`src/rtl/conv_pkg.sv`:
```
// conv_pkg: shared definitions for the 3x3 convolution window sequencer.
//   - default image geometry and pixel address width
//   - scheduler state encoding
//   - number of windows produced per frame for the default geometry
package conv_pkg;

  localparam int DEF_IMG_W  = 8;
  localparam int DEF_IMG_H  = 8;
  localparam int DEF_ADDR_W = 6;

  typedef enum logic [1:0] {
    IDLE = 2'd0,
    RUN  = 2'd1,
    DONE = 2'd2
  } sched_state_t;

  // Stride-1, unpadded 3x3 windows over an h x w image.
  function automatic int win_count(input int h, input int w);
    return (h - 2) * (w - 2);
  endfunction

  localparam int WIN_CNT = win_count(DEF_IMG_H, DEF_IMG_W);

endpackage

```
`src/rtl/win_addr_regs.sv`:
```
// win_addr_regs: top-left row/col of the current 3x3 window plus the nine
// tap addresses, all held in the same register stage so the addresses are
// valid in the same cycle as row/col.
//   clk, rst       : clock, synchronous active-high reset (clears everything)
//   clear          : zero row/col and all taps
//   load           : load window (0,0)
//   advance        : step to the next window in raster order
//   wrap           : with advance, move to column 0 of the next row
//   row, col       : top-left coordinate of the current window
//   pa             : tap addresses, index k = (r-1)*3 + (c-1)
module win_addr_regs #(
  parameter int IMG_W  = 8,
  parameter int IMG_H  = 8,
  parameter int ADDR_W = 6,
  parameter int RW     = $clog2(IMG_H),
  parameter int CW     = $clog2(IMG_W)
) (
  input  logic                 clk,
  input  logic                 rst,
  input  logic                 clear,
  input  logic                 load,
  input  logic                 advance,
  input  logic                 wrap,
  output logic [RW-1:0]        row,
  output logic [CW-1:0]        col,
  output logic [8:0][ADDR_W-1:0] pa
);

  // Moving from column IMG_W-3 of one row to column 0 of the next advances
  // every tap by IMG_W - (IMG_W-3) = 3 addresses.
  localparam logic [ADDR_W-1:0] ROW_STEP = ADDR_W'(3);
  localparam logic [ADDR_W-1:0] COL_STEP = ADDR_W'(1);

  // NOTE: registers use non-blocking assignments so every flop samples the
  // pre-edge values regardless of statement order.
  always_ff @(posedge clk) begin
    if (rst || clear) begin
      row <= '0;
      col <= '0;
      pa  <= '0;
    end else if (load) begin
      row <= '0;
      col <= '0;
      for (int k = 0; k < 9; k++) begin
        pa[k] <= ADDR_W'((k / 3) * IMG_W + (k % 3));
      end
    end else if (advance) begin
      if (wrap) begin
        row <= row + RW'(1);
        col <= '0;
        for (int k = 0; k < 9; k++) begin
          pa[k] <= pa[k] + ROW_STEP;
        end
      end else begin
        col <= col + CW'(1);
        for (int k = 0; k < 9; k++) begin
          pa[k] <= pa[k] + COL_STEP;
        end
      end
    end
  end

endmodule

```
`src/rtl/conv_window_sched.sv`:
```
// conv_window_sched: walks an IMG_H x IMG_W image with a 3x3, stride-1,
// unpadded window and presents the nine tap addresses of each window to the
// pixel RAM / filter MAC over a valid/ready handshake.
//   clk, rst          : clock, synchronous active-high reset
//   start             : begin a frame (honoured only in IDLE)
//   busy              : frame in progress (equals win_valid)
//   done              : one-cycle pulse after the final window is accepted
//   win_valid/ready   : window handshake, one window per accepting cycle
//   win_last          : current window is the last of the frame
//   win_row, win_col  : top-left coordinate of the current window
//   pa11..pa33        : tap addresses, (row+r-1)*IMG_W + (col+c-1)
// All outputs come straight from registers.
module conv_window_sched
  import conv_pkg::*;
#(
  parameter int IMG_W  = DEF_IMG_W,
  parameter int IMG_H  = DEF_IMG_H,
  parameter int ADDR_W = DEF_ADDR_W
) (
  input  logic                       clk,
  input  logic                       rst,
  input  logic                       start,
  output logic                       busy,
  output logic                       done,
  output logic                       win_valid,
  input  logic                       win_ready,
  output logic                       win_last,
  output logic [$clog2(IMG_H)-1:0]   win_row,
  output logic [$clog2(IMG_W)-1:0]   win_col,
  output logic [ADDR_W-1:0]          pa11,
  output logic [ADDR_W-1:0]          pa12,
  output logic [ADDR_W-1:0]          pa13,
  output logic [ADDR_W-1:0]          pa21,
  output logic [ADDR_W-1:0]          pa22,
  output logic [ADDR_W-1:0]          pa23,
  output logic [ADDR_W-1:0]          pa31,
  output logic [ADDR_W-1:0]          pa32,
  output logic [ADDR_W-1:0]          pa33
);

  localparam int RW = $clog2(IMG_H);
  localparam int CW = $clog2(IMG_W);
  localparam logic [RW-1:0] ROW_MAX = RW'(IMG_H - 3);
  localparam logic [CW-1:0] COL_MAX = CW'(IMG_W - 3);
  localparam bit SINGLE_WIN = (win_count(IMG_H, IMG_W) == 1);

  if (IMG_W < 3 || IMG_H < 3 || (64'(1) << ADDR_W) < 64'(IMG_W * IMG_H)) begin : g_bad_params
    $error("conv_window_sched: illegal IMG_W/IMG_H/ADDR_W combination");
  end

  sched_state_t state_q, state_d;
  logic run_q, done_q, last_q, last_d;
  logic load, clear, advance, wrap;
  logic [RW-1:0] row, nrow;
  logic [CW-1:0] col, ncol;
  logic [8:0][ADDR_W-1:0] pa;

  win_addr_regs #(
    .IMG_W  (IMG_W),
    .IMG_H  (IMG_H),
    .ADDR_W (ADDR_W),
    .RW     (RW),
    .CW     (CW)
  ) u_addr (
    .clk     (clk),
    .rst     (rst),
    .clear   (clear),
    .load    (load),
    .advance (advance),
    .wrap    (wrap),
    .row     (row),
    .col     (col),
    .pa      (pa)
  );

  // NOTE: every signal written here gets a default first so no path through
  // the case statement can leave it unassigned and infer a latch.
  always_comb begin
    state_d = state_q;
    load    = 1'b0;
    clear   = 1'b0;
    advance = 1'b0;
    wrap    = 1'b0;
    nrow    = row;
    ncol    = col;
    last_d  = 1'b0;
    unique case (state_q)
      IDLE: begin
        if (start) begin
          state_d = RUN;
          load    = 1'b1;
          last_d  = SINGLE_WIN;
        end
      end
      RUN: begin
        // win_valid is high throughout RUN, so win_ready alone is an accept.
        last_d = last_q;
        if (win_ready) begin
          if (last_q) begin
            state_d = DONE;
            clear   = 1'b1;
            last_d  = 1'b0;
          end else begin
            advance = 1'b1;
            wrap    = (col == COL_MAX);
            nrow    = wrap ? row + RW'(1) : row;
            ncol    = wrap ? '0 : col + CW'(1);
            // Registered so win_last lines up with the window it qualifies.
            last_d  = (nrow == ROW_MAX) && (ncol == COL_MAX);
          end
        end
      end
      DONE: state_d = IDLE;
      default: state_d = IDLE;
    endcase
  end

  always_ff @(posedge clk) begin
    if (rst) begin
      state_q <= IDLE;
      run_q   <= 1'b0;
      done_q  <= 1'b0;
      last_q  <= 1'b0;
    end else begin
      state_q <= state_d;
      run_q   <= (state_d == RUN);
      done_q  <= (state_d == DONE);
      last_q  <= last_d;
    end
  end

  assign busy      = run_q;
  assign win_valid = run_q;
  assign done      = done_q;
  assign win_last  = last_q;
  assign win_row   = row;
  assign win_col   = col;
  assign pa11      = pa[0];
  assign pa12      = pa[1];
  assign pa13      = pa[2];
  assign pa21      = pa[3];
  assign pa22      = pa[4];
  assign pa23      = pa[5];
  assign pa31      = pa[6];
  assign pa32      = pa[7];
  assign pa33      = pa[8];

endmodule

```
`config.mk`:
```
export PLATFORM = sky130hd
export DESIGN_NAME = conv_window_sched
export DESIGN_NICKNAME = d
export VERILOG_FILES = /design/src/rtl/conv_pkg.sv /design/src/rtl/win_addr_regs.sv /design/src/rtl/conv_window_sched.sv
export SDC_FILE = /design/constraint.sdc
export NUM_CORES = 1
export LEC_CHECK = 0
export ABC_AREA = 1
export CAP_MARGIN = 20
export CORE_UTILIZATION = 45
export CTS_CLUSTER_DIAMETER = 100
export DETAILED_ROUTE_END_ITERATION = 16
export GPL_ROUTABILITY_DRIVEN = 0
export PLACE_DENSITY = 0.78
export SLEW_MARGIN = 20
export SYNTH_ARGS = -nofsm -noshare
export SYNTH_HDL_FRONTEND = slang
export SYNTH_HIERARCHICAL = 1
export SYNTH_SLANG_ARGS = --single-unit
```
`constraint.sdc`:
```
create_clock -name clk -period 2.5 [get_ports clk]
set_input_delay 0.25 -clock clk [delete_from_list [all_inputs] [get_ports clk]]
set_output_delay 0.25 -clock clk [all_outputs]
set_load 0.05 [all_outputs]
```
-- Word level (Yosys, flattened, before mapping)
Index checks and enable logic that the tools add are counted.
- register bits: 65
- word-level logic and storage cells: 79
- add/subtract/negate cells: 20
- equality and inequality tests: 6
- multiplexer cells: 22
- bitwise logic cells: 1
- reduce and logical (&&, ||, !) cells: 7
- operator list (operator ; number):
    53-bit two-way mux ; 2
    6-bit by 1-bit adder with 6-bit output, second input constant ; 9
    6-bit by 2-bit adder with 6-bit output, second input constant ; 9
    54-bit two-way mux ; 1
    1-bit two-way mux ; 12
    3-bit == test, second input constant ; 3
    3-bit two-way mux ; 3
    3-bit by 1-bit adder with 3-bit output, second input constant ; 2
    2-bit two-way mux ; 3
    2-bit by 1-bit == test with 1-bit output, second input constant ; 2
    2-bit case mux with 2 select lines ; 1
    2-bit OR reduction ; 2
    2-bit == test, second input constant ; 1
    2-bit zero test ; 1
    2-bit AND reduction ; 1
    2-bit nonzero test ; 1
    1-bit logical AND ; 1
    1-bit logical OR ; 1
    1-bit NOT ; 1

-- Longest topological paths before layout
Gate-level depths: netlist of run 1.
- depth after elaboration: 7
- depth in mapped cells: 12
- depth with buffers taken out: 12

-- Cells and area by module
Netlist of run 1, hierarchy kept.
- modules (own cells, without submodules) (module ; times used ; cells each ; area an instance (sq um) ; sequential area each (sq um)):
    win_addr_regs ; 1 ; 419 ; 3034.2 ; 1201.2
    conv_window_sched ; 1 ; 36 ; 259.0 ; 100.1

-- Least setup slack after synthesis of run 1
OpenSTA, ideal clock, no wires.
- path kind: flip-flop to flip-flop
- from: register u_addr.col[2]
- to: register u_addr/pa[25] in the netlist's numbering
- setup time: 0.070 ns
- arrival time: 2.620 ns
- required time: 2.430 ns
- setup slack: -0.190 ns
- stages on the path, launching flop included: 7
- buffers on the path: 0
- clock period less this slack: 2.690 ns
- cells stage by stage: dfxtp_1 nand2_1 and3b_1 inv_1 fa_1 or2_2 a21oi_1
- cells in the longest elaborated chain, start to end: 5
- RTL lines (item ; line ; RTL):
    from (decl) ; win_addr_regs.sv:25 ; output logic [CW-1:0] col,
    from (signal assigned) ; win_addr_regs.sv:55 ; col <= col + CW'(1);
    3-bit == test ; conv_window_sched.sv:105 ; wrap = (col == COL_MAX);
    1-bit two-way mux ; conv_window_sched.sv:99 ; if (last_q) begin
    1-bit two-way mux ; conv_window_sched.sv:98 ; if (win_ready) begin
    1-bit two-way mux ; conv_window_sched.sv:87 ; unique case (state_q)
    via wrap ; conv_window_sched.sv:53 ; logic load, clear, advance, wrap;
    54-bit two-way mux ; win_addr_regs.sv:48 ; if (wrap) begin
    to (signal, indexed assignment) ; win_addr_regs.sv:45 ; pa[k] <= ADDR_W'((k / 3) * IMG_W + (k % 3));
    to (signal, indexed assignment) ; win_addr_regs.sv:52 ; pa[k] <= pa[k] + ROW_STEP;
    to (signal, indexed assignment) ; win_addr_regs.sv:57 ; pa[k] <= pa[k] + COL_STEP;
    to (decl) ; win_addr_regs.sv:26 ; output logic [8:0][ADDR_W-1:0] pa
The timed path passes the listed nets, and every way through them passes these cells.
A chain may end at the register's enable or synchronous reset.

-- Worst setup path in the final report of run 1
- from: input port win_ready
- to: register u_addr/pa[46] in the netlist's numbering
- RTL lines (item ; line ; RTL):
    from (decl) ; conv_window_sched.sv:26 ; input logic win_ready,
    1-bit two-way mux ; conv_window_sched.sv:98 ;
    1-bit two-way mux ; conv_window_sched.sv:87 ;
    via advance ; conv_window_sched.sv:53 ;
    2-bit nonzero test (no line) ; n/a ;
The timed path passes the listed nets, and every way through them passes these cells. The select of a mux whose other input is x is not followed.

==> results of run 1 <==
==> cell type report <==
type | instances | area share (%)
clock inverters | 4 | 0.474
repair buffers | 74 | 17.1
inverters | 84 | 7.47
well taps | 96 | 2.84
multi-input cells | 293 | 38.1
clock buffers | 12 | 3.20
flip-flops and latches | 65 | 30.8
==> registers in the layout, indices dropped and copies added, names as in the netlist <==
signal	flops
u_addr/pa	54
state_q	2
win_last	1
u_addr/col	3
u_addr/row	3
done	1
busy	1
==> power groups by stage <==
stage                     clock, W  sequential, W  combinational (W)
after floorplan                  0        0.00122           0.000144
after global placement           0        0.00113           0.000339
after detailed placement         0        0.00113           0.000347
after CTS                 0.000761        0.00110           0.000349
after global routing      0.000806        0.00111           0.000375
final                     0.000740        0.00110           0.000347
==> cells by family (layout without fill, tap and decap cells) <==
| family | count (synthesis) | in the layout | synth area share, % |
|---|---|---|---|
| and+or+nand+nor | 212 | 212 | 27.7 |
| buffers and inverters | 97 | 174 | 11.9 |
| DFF | 65 | 65 | 39.5 |
| AOI/OAI and AO/OA | 54 | 54 | 9.31 |
| adders and majority gates | 21 | 21 | 10.0 |
| xor gates and xnor gates | 6 | 6 | 1.60 |
==> metrics by stage <==
stage	cell area [um^2]	setup WS [ns]	util, %	total power [W]
after floorplan	3290	0.0645	-	0.00137
after detailed placement	4070	0.0916	58.6	0.00148
final	4220	0.444	60.8	0.00219
after global routing	4220	0.264	60.8	0.00229
after CTS	4220	0.435	60.8	0.00221
after global placement	4070	0.158	58.6	0.00147
==> worst reg2reg max path, delay by kind of cell, from the launching register on <==
family,cells,cell delay (ns)
AOI/OAI and AO/OA,1,0.11
adders and majority gates,1,0.47
and+or+nand+nor,3,0.58
DFF,1,0.39
buffers and inverters,2,0.40
==> path summary, 6_finish.rpt <==
kind | startpoint | end | slack [ns]
worst min-delay path | u_addr/pa[28] | u_addr/pa[28] | 0.47
worst max-delay path | win_ready | u_addr/pa[46] | 0.44
worst max register to register | u_addr/col[1] | u_addr/pa[43] | 0.47
worst min register to register | u_addr/pa[28] | u_addr/pa[28] | 0.47
==> cell usage after synthesis, drive strengths merged, types with 8 or more instances <==
library cell	count	area (um^2)
inv	84	315
nor2	46	178
nor3	11	60.1
dfxtp	65	1300
nand4	8	50.1
a21oi	31	181
fa	9	180
ha	12	150
o21ai	19	95.1
nand2	113	429
nand3	20	100
buf	11	68.8
==> per-layer routing <==
metal | GRT usage (%) | vias to the layer above | routed length (um)
met1 | 22.2 | 1360 | 3120
met3 | 6.69 | 5 | 429
met4 | 5.81 | 0 | 54
met2 | 35.7 | 71 | 3560
met5 | 0 | - | 0
li1 | - | 1547 | -
==> flow_metrics.tcl, run 1 <==
set metrics [dict create \
    synth_cell_types 31 \
    clk_latency_ns 0.33 \
    regArea_um2 1300 \
    p_switching_w 0.000657 \
    ys_async_sr_fraction_pct 0 \
    yosys_warnings 6 \
    num_vias 2983 \
    seq_area_frac_synth_pct 39.5 \
    min_period_ns 2.06 \
    crit_arrival_ns 2.34 \
    syn_area_per_cell_um2 7.24 \
    critPathMaxStageDelay_ns 0.49 \
    port_buffers 67 \
    core_area_um2 6940 \
    ant_nets 0 \
    cp_data_required_time_ns 2.78 \
    multi_input_area_um2 1610 \
    max_slew_margin_pct 64.2 \
    avgRoutedWirePerCell_um 11.4 \
    final-max-slew-violation-count 0 \
    via_per_inst 4.75 \
    min_period_over_period_pct 82.3 \
    whs_ns 0.465 \
    die_area_um2 7660 \
    setup_viol 0 \
    synth-edff-count 0 \
    cts_setup_buffers 0 \
    clkPwrFrac_pct 33.8 \
    rsz0062_at_grt "false" \
    fin_skew_ns 0.00536 \
    path_max_fanout 7 \
    final_nets 552 \
    diodes 0 \
    rows 30 \
    synth_nets 480 \
    mostFrequentLayoutCells "nand2_1 (111), inv_1 (80), clkdlybuf4s50_1 (67)" \
    drc 0 \
    io_pins 68 \
    fin_cells 628 \
    grt.total_usage_pct 19.8 \
    status "finished clean" \
    reg2reg_depth 7 \
    syn_inst 455 \
    syn_to_final_growth_pct 28.2 \
    dpl.cell_count 612 \
    clkTransAtPathRegs_ns 0.07 \
    clockRootBuffer "clkbuf_8" \
    min_path_type "reg2reg" \
    p_seq_share_pct 50.4 \
    cts_resized 0 \
    grt_overflow 0 \
    p_per_area_nw_per_um2 519 \
    grt_max_degree 40 \
    crit_slowest_cell "clkdlybuf4s50_1" \
    cts_tree "yes" \
    netlist_area_um2 3290 \
    cp_cell_sequence "clkdlybuf4s50_1, inv_2, nor3_4, and3b_2, inv_1, fa_1, nor2_1, nand4_1, nand3_1, nand2_1, inv_1" \
    die_h_um 87.5 \
    clk_path_buf_depth 2 \
    grt_pass1_wl_um 11800 \
    start_util_pct 47.4 \
    fin_setup_tns_ns 0 \
    vdd_ir_drop_max_mv 0.432 \
    hold_viol 0 \
    cts_hold_buffers 0 \
    p_leak_nw 1.79 \
    synth_flop_cell "dfxtp_1" \
    tightest_slew_ns 0.536 \
    post_route_cells_drive_above_1_share_pct 7.33 \
    min_path_cells 2 \
    cts_sinks 65 \
    fillers 622 \
    first_pass_iters 4 \
    wl_um 7160 \
    first_iter_violations 136 \
    end_kind "register" \
    layout_commonest_cell "nand2_1" \
    maxCapViolCount 0 \
    fmax_ghz 0.486 \
    crit_top_cell "inv_1" \
    htreeDepth 3 \
    synth-seq-cells 65 \
    crit_type "in2reg" \
    p_sw_share_pct 30.0 \
    cp.depth 11 \
    antenna_found_initial 0 \
    dp_hpwl_um 4920 \
    critPathLaunchType "primary input" \
    cp_top_family "simple AND/OR/NAND/NOR gates" \
    p_int_w 0.00153 \
    grt_pass1_vias 2749 \
    die_w_um 87.5 \
    path_buf_inv 4 \
    numCtsBuffers 9 \
    power_frac_comb_pct 15.8 \
]
(Power assumes the default switching activity.)
==> run 2, diff against run 1 <==
Clock period 2.5 ns to 1.7 ns, I/O delays scaled along.
==> run 2 against run 1 <==
The run now ends with negative setup slack left. First-iteration DRC count is 9.6% lower. Via count is 5.2% higher. Power is 47% higher. Cell area is 6.4% higher. Sequential share of layout area is 1.5 points lower. Core utilization is 3.9 points higher. Routed wire length is 7.3% higher. Final cell count is 3.0% higher. Sequential power is 47% higher. Critical endpoint is now u_addr/pa[7]. Largest power group unchanged. Highest routed layer unchanged.
==> flow_metrics.tcl, run 2 (synthesis results as in run 1) <==
set metrics [dict create \
    worstSetupStartpoint "state_q[1]" \
    ant_nets 0 \
    rsz0062_at_grt "true" \
    post_route_cells_drive_above_1_share_pct 25.6 \
    avgRoutedWirePerCell_um 11.9 \
    cts_sinks 65 \
    layout_commonest_cell "nand2_1" \
    max_slew_margin_pct 66.3 \
    mostFrequentLayoutCells "nand2_1 (101), inv_1 (76), buf_4 (61)" \
    start_util_pct 47.4 \
    p_leak_nw 2.22 \
    vdd_ir_drop_max_mv 0.504 \
    status "complete, but fails checks" \
    core_area_um2 6940 \
    largestRegisters "u_addr/pa x54, u_addr/col x3, u_addr/row x3" \
    num_vias 3139 \
    min_period_over_period_pct 114 \
    violations "negative setup slack" \
    clockRootBuffer "clkbuf_8" \
    clk_path_buf_depth 2 \
    r2r-end "u_addr/pa[7]" \
    drc 0 \
    rows 30 \
    via_per_inst 4.85 \
    numCtsBuffers 9 \
    htreeDepth 3 \
    post-route-util_pct 64.7 \
    crit_type "reg2reg" \
    final_nets 572 \
    tightest_slew_ns 0.504 \
    largest_reg_flops 54 \
    top_register "u_addr/pa" \
    min_period_ns 1.93 \
    die_h_um 87.5 \
    multi_input_area_um2 1780 \
    path_max_fanout 6 \
    diodes 0 \
    fin_setup_tns_ns -4.32 \
    clkTransAtPathRegs_ns 0.06 \
    min_path_cells 2 \
    grt_pass1_vias 2862 \
    antenna_found_initial 0 \
    wl_um 7680 \
    cp_cell_sequence "inv_2, nand2_4, nor3_4, and3b_4, clkinvlp_4, buf_6, fa_2, or2_0, a21oi_1" \
    syn_to_final_growth_pct 36.4 \
    setup_viol 42 \
    clk_latency_ns 0.34 \
    crit_slowest_cell "fa_2" \
    crit_arrival_ns 2.16 \
    cts_tree "yes" \
    setup_ws_ns -0.232 \
    grt_max_degree 40 \
    cp_data_required_time_ns 1.93 \
    fillers 636 \
    regArea_um2 1320 \
    crit-reg2reg-launch "state_q[1]" \
    whs_endpoint "u_addr/pa[10]" \
    die_w_um 87.5 \
    first_pass_iters 4 \
    critPathMaxStageDelay_ns 0.50 \
    min_path_type "reg2reg" \
    first_iter_violations 123 \
    hold_viol 0 \
    io_pins 68 \
    die_area_um2 7660 \
    maxCapViolCount 0 \
    reg2reg_depth 9 \
    cts_hold_buffers 0 \
    fmax_ghz 0.518 \
    grt_pass1_wl_um 12300 \
    p_per_area_nw_per_um2 718 \
    dp_hpwl_um 5410 \
    critPathLaunchType "register" \
    final-max-slew-violation-count 0 \
    power.total_w 0.00323 \
    hold_start "u_addr/pa[10]" \
    grt.total_usage_pct 21.1 \
    port_buffers 67 \
    r2r_slack_ns -0.23 \
    fin_skew_ns 0.00398 \
    whs_ns 0.462 \
    grt_overflow 0 \
    end_kind "register" \
]
-- run 2: cell count changes in the layout (fill, tap and decap cells not counted), sizes merged --
cell,before,now
clkbuf,12,14
buf,7,64
dlygate4sd2,0,13
inv,84,83
clkinv,4,1
clkdlybuf4s50,67,6
dlymetal6s2s,0,11
clkinvlp,0,1
-- run 2: worst max-delay path by stage --
stage,slack (ns),end,cells after the start
after floorplan,-0.35,u_addr/pa[49],7
after global placement,-0.55,u_addr/pa[49],9
after detailed placement,-0.57,u_addr/pa[49],9
after CTS,-0.22,u_addr/pa[49],9
after global routing,-0.32,u_addr/pa[49],9
final,-0.23,u_addr/pa[7],9
-- run 2: layout make-up --
type | count | share of cell area (%)
multi-input combinational | 293 | 39.6
clock inverter | 1 | 0.111
inverter | 84 | 7.10
sequential | 65 | 29.3
tap | 96 | 2.67
clock buffer | 14 | 3.17
timing repair buffer | 94 | 18.1
-- run 2: power breakdown --
| part | leakage [nW] | internal (W) | switching [W] |
|---|---|---|---|
| sequential | 0.532 | 0.00157 | 0.0000552 |
| clock | 0.0745 | 0.000521 | 0.000533 |
| combinational | 1.61 | 0.000179 | 0.000369 |
| total | 2.22 | 0.00227 | 0.000957 |
-- run 2: repair_timing --
action / CTS / global route
endpoints found under the setup margin: 50 / 60
resized for setup: 36 / 39
buffers inserted: 3 / 1
pin swaps: 12 / 15
-- run 2: worst max-delay path, delay by kind of cell, from the launching register on --
family,cells,cell delay [ns]
AOI/OAI and AO/OA,1,0.06
and+or+nand+nor,4,0.54
buffers and inverters,3,0.40
adders and majority gates,1,0.50
DFF,1,0.32
-- run 2: per-stage QoR --
step / setup WS [ns] / instance area, um^2 / cells
after floorplan: -0.349 / 3340 / 455
after global placement: -0.548 / 4140 / 628
after detailed placement: -0.569 / 4140 / 628
after CTS: -0.217 / 4380 / 646
after global routing: -0.321 / 4490 / 647
final: -0.232 / 4490 / 647
-- run 2: layer usage --
layer	GRT usage (%)	vias to the layer above	wire length [um]
li1	-	1589	-
met3	7.82	14	396
met1	23.2	1467	3360
met2	37.8	69	3830
met4	6.86	0	97
met5	0	-	0
==> run 3, diff against run 2 <==
Settings changed: PLACE_DENSITY 0.78 to 0.71.
Clock period 1.7 ns to 2.2 ns, I/O delays scaled along.
==> run 3 against run 2 <==
Clock skew is 0.0057 ns higher. Global-route usage is 0.39 points lower. Combinational power is 28% lower. Clock power is 10% lower. The run now ends clean. Routed wire length is 5.9% lower.
==> flow_metrics.tcl, run 3 (synthesis results as in run 1) <==
set metrics [dict create \
    p_leak_nw 1.81 \
    status "finished clean" \
    clkTransAtPathRegs_ns 0.07 \
    clkPwrFrac_pct 36.4 \
    power.total_w 0.00259 \
    cts_hold_buffers 0 \
    crit_type "in2reg" \
    critPathLaunchType "primary input" \
    vdd_ir_drop_max_mv 0.291 \
    crit_arrival_ns 2.29 \
    clk_path_buf_depth 2 \
    fmax_ghz 0.491 \
    top_register "u_addr/pa" \
    p_switching_w 0.000734 \
    dpl.cell_count 614 \
    die_w_um 87.5 \
    cp_cell_sequence "clkdlybuf4s50_1, inv_2, nor3_4, and3b_4, clkinvlp_4, fa_1, nor2_1, nand2_1, a21oi_1" \
    hold_viol 0 \
    antenna_found_initial 0 \
    hold_start "u_addr/pa[4]" \
    setup_viol 0 \
    rows 30 \
    numCtsBuffers 9 \
    r2r_slack_ns 0.19 \
    ant_nets 0 \
    start_util_pct 47.4 \
    grt_max_degree 40 \
    first_pass_iters 4 \
    cts_sinks 65 \
    fin_area_um2 4300 \
    tightest_slew_ns 0.521 \
    grt_pass1_wl_um 12400 \
    cts_tree "yes" \
    maxCapViolCount 0 \
    grt.total_usage_pct 20.7 \
    largest_reg_flops 54 \
    syn_to_final_growth_pct 30.4 \
    core_area_um2 6940 \
    layout_commonest_cell "nand2_1" \
    post_route_cells_drive_above_1_share_pct 8.97 \
    path_max_fanout 6 \
    final-max-slew-violation-count 0 \
    clockRootBuffer "clkbuf_8" \
    rsz0062_at_grt "false" \
    min_period_ns 2.04 \
    power_frac_comb_pct 15.3 \
    p_int_w 0.00186 \
    port_buffers 67 \
    final_nets 556 \
    die_area_um2 7660 \
    drc 0 \
    max_slew_margin_pct 65.1 \
    crit_slowest_cell "fa_1" \
    diodes 0 \
    cp_data_required_time_ns 2.46 \
    grt_pass1_vias 2909 \
    end_kind "register" \
    post-route-util_pct 61.9 \
    place_area_um2 4100 \
    crit-reg2reg-launch "state_q[1]" \
    p_seq_share_pct 48.3 \
    avgRoutedWirePerCell_um 11.5 \
    first_iter_violations 110 \
    htreeDepth 3 \
    die_h_um 87.5 \
    dp_hpwl_um 5010 \
    mostFrequentLayoutCells "nand2_1 (111), inv_1 (79), clkdlybuf4s50_1 (67)" \
    p_sw_share_pct 28.3 \
    min_path_type "reg2reg" \
    fin_skew_ns 0.00970 \
    fin_cells 631 \
    io_pins 68 \
    wl_um 7230 \
    critPathMaxStageDelay_ns 0.50 \
    num_vias 3031 \
    largestRegisters "u_addr/pa x54, u_addr/col x3, u_addr/row x3" \
    worstSetupStartpoint "win_ready" \
    p_per_area_nw_per_um2 603 \
    min_period_over_period_pct 92.5 \
    clk_latency_ns 0.33 \
    grt_overflow 0 \
    fillers 635 \
    via_per_inst 4.80 \
]
-- run 3: timing repair --
item | 4_1_cts | 5_1_grt
gates resized for setup | 0 | 2
setup endpoints to repair | 0 | 6
endpoints found under the hold margin | 0 | 0
buffers inserted | 0 | 2
-- run 3: worst paths after layout --
path                                 endpoint  cells after the start
worst min-delay path             u_addr/pa[4]                      2
worst max register to register  u_addr/pa[10]                      9
worst min register to register   u_addr/pa[4]                      2
worst max-delay path            u_addr/pa[10]                      9
-- run 3: area by class of cell --
class                      instances  area [um^2]  area share [%]
multi-input combinational        293         1610            37.5
clock buffer                      12          135            3.15
clock inverter                     3         41.3           0.961
tap                               96          120            2.80
inverter                          84          319            7.43
sequential                        65         1310            30.6
timing repair buffer              78          753            17.5
-- run 3: power by group through the flow --
stage / combinational [W] / clock (W) / sequential [W]
after floorplan: 0.000166 / 0 / 0.00139
after global placement: 0.000389 / 0 / 0.00128
after detailed placement: 0.000396 / 0 / 0.00128
after CTS: 0.000398 / 0.000969 / 0.00125
after global routing: 0.000436 / 0.00103 / 0.00126
final: 0.000396 / 0.000943 / 0.00125
-- run 3: per-layer routing --
metal	up-vias	wire length, um	GRT usage (%)
li1	1559	-	-
met1	1401	3400	25.1
met2	65	3460	35.9
met3	6	306	3.49
met4	0	69	9.99
met5	-	0	0
-- run 3: worst max-delay path, delay by kind of cell --
| family | cells | cell delay [ns] |
|---|---|---|
| buf+inv | 3 | 0.76 |
| simple gates | 4 | 0.66 |
| fa+ha+maj | 1 | 0.50 |
| compound gates | 1 | 0.15 |
-- run 3: per-stage QoR --
stage,setup slack (ns),TNS (ns),hold slack (ns)
after floorplan,0.00107,0,0.299
after global placement,-0.198,-2.26,0.453
after detailed placement,-0.215,-2.57,0.461
after CTS,0.111,0,0.473
after global routing,0.000678,0,0.498
final,0.165,0,0.477
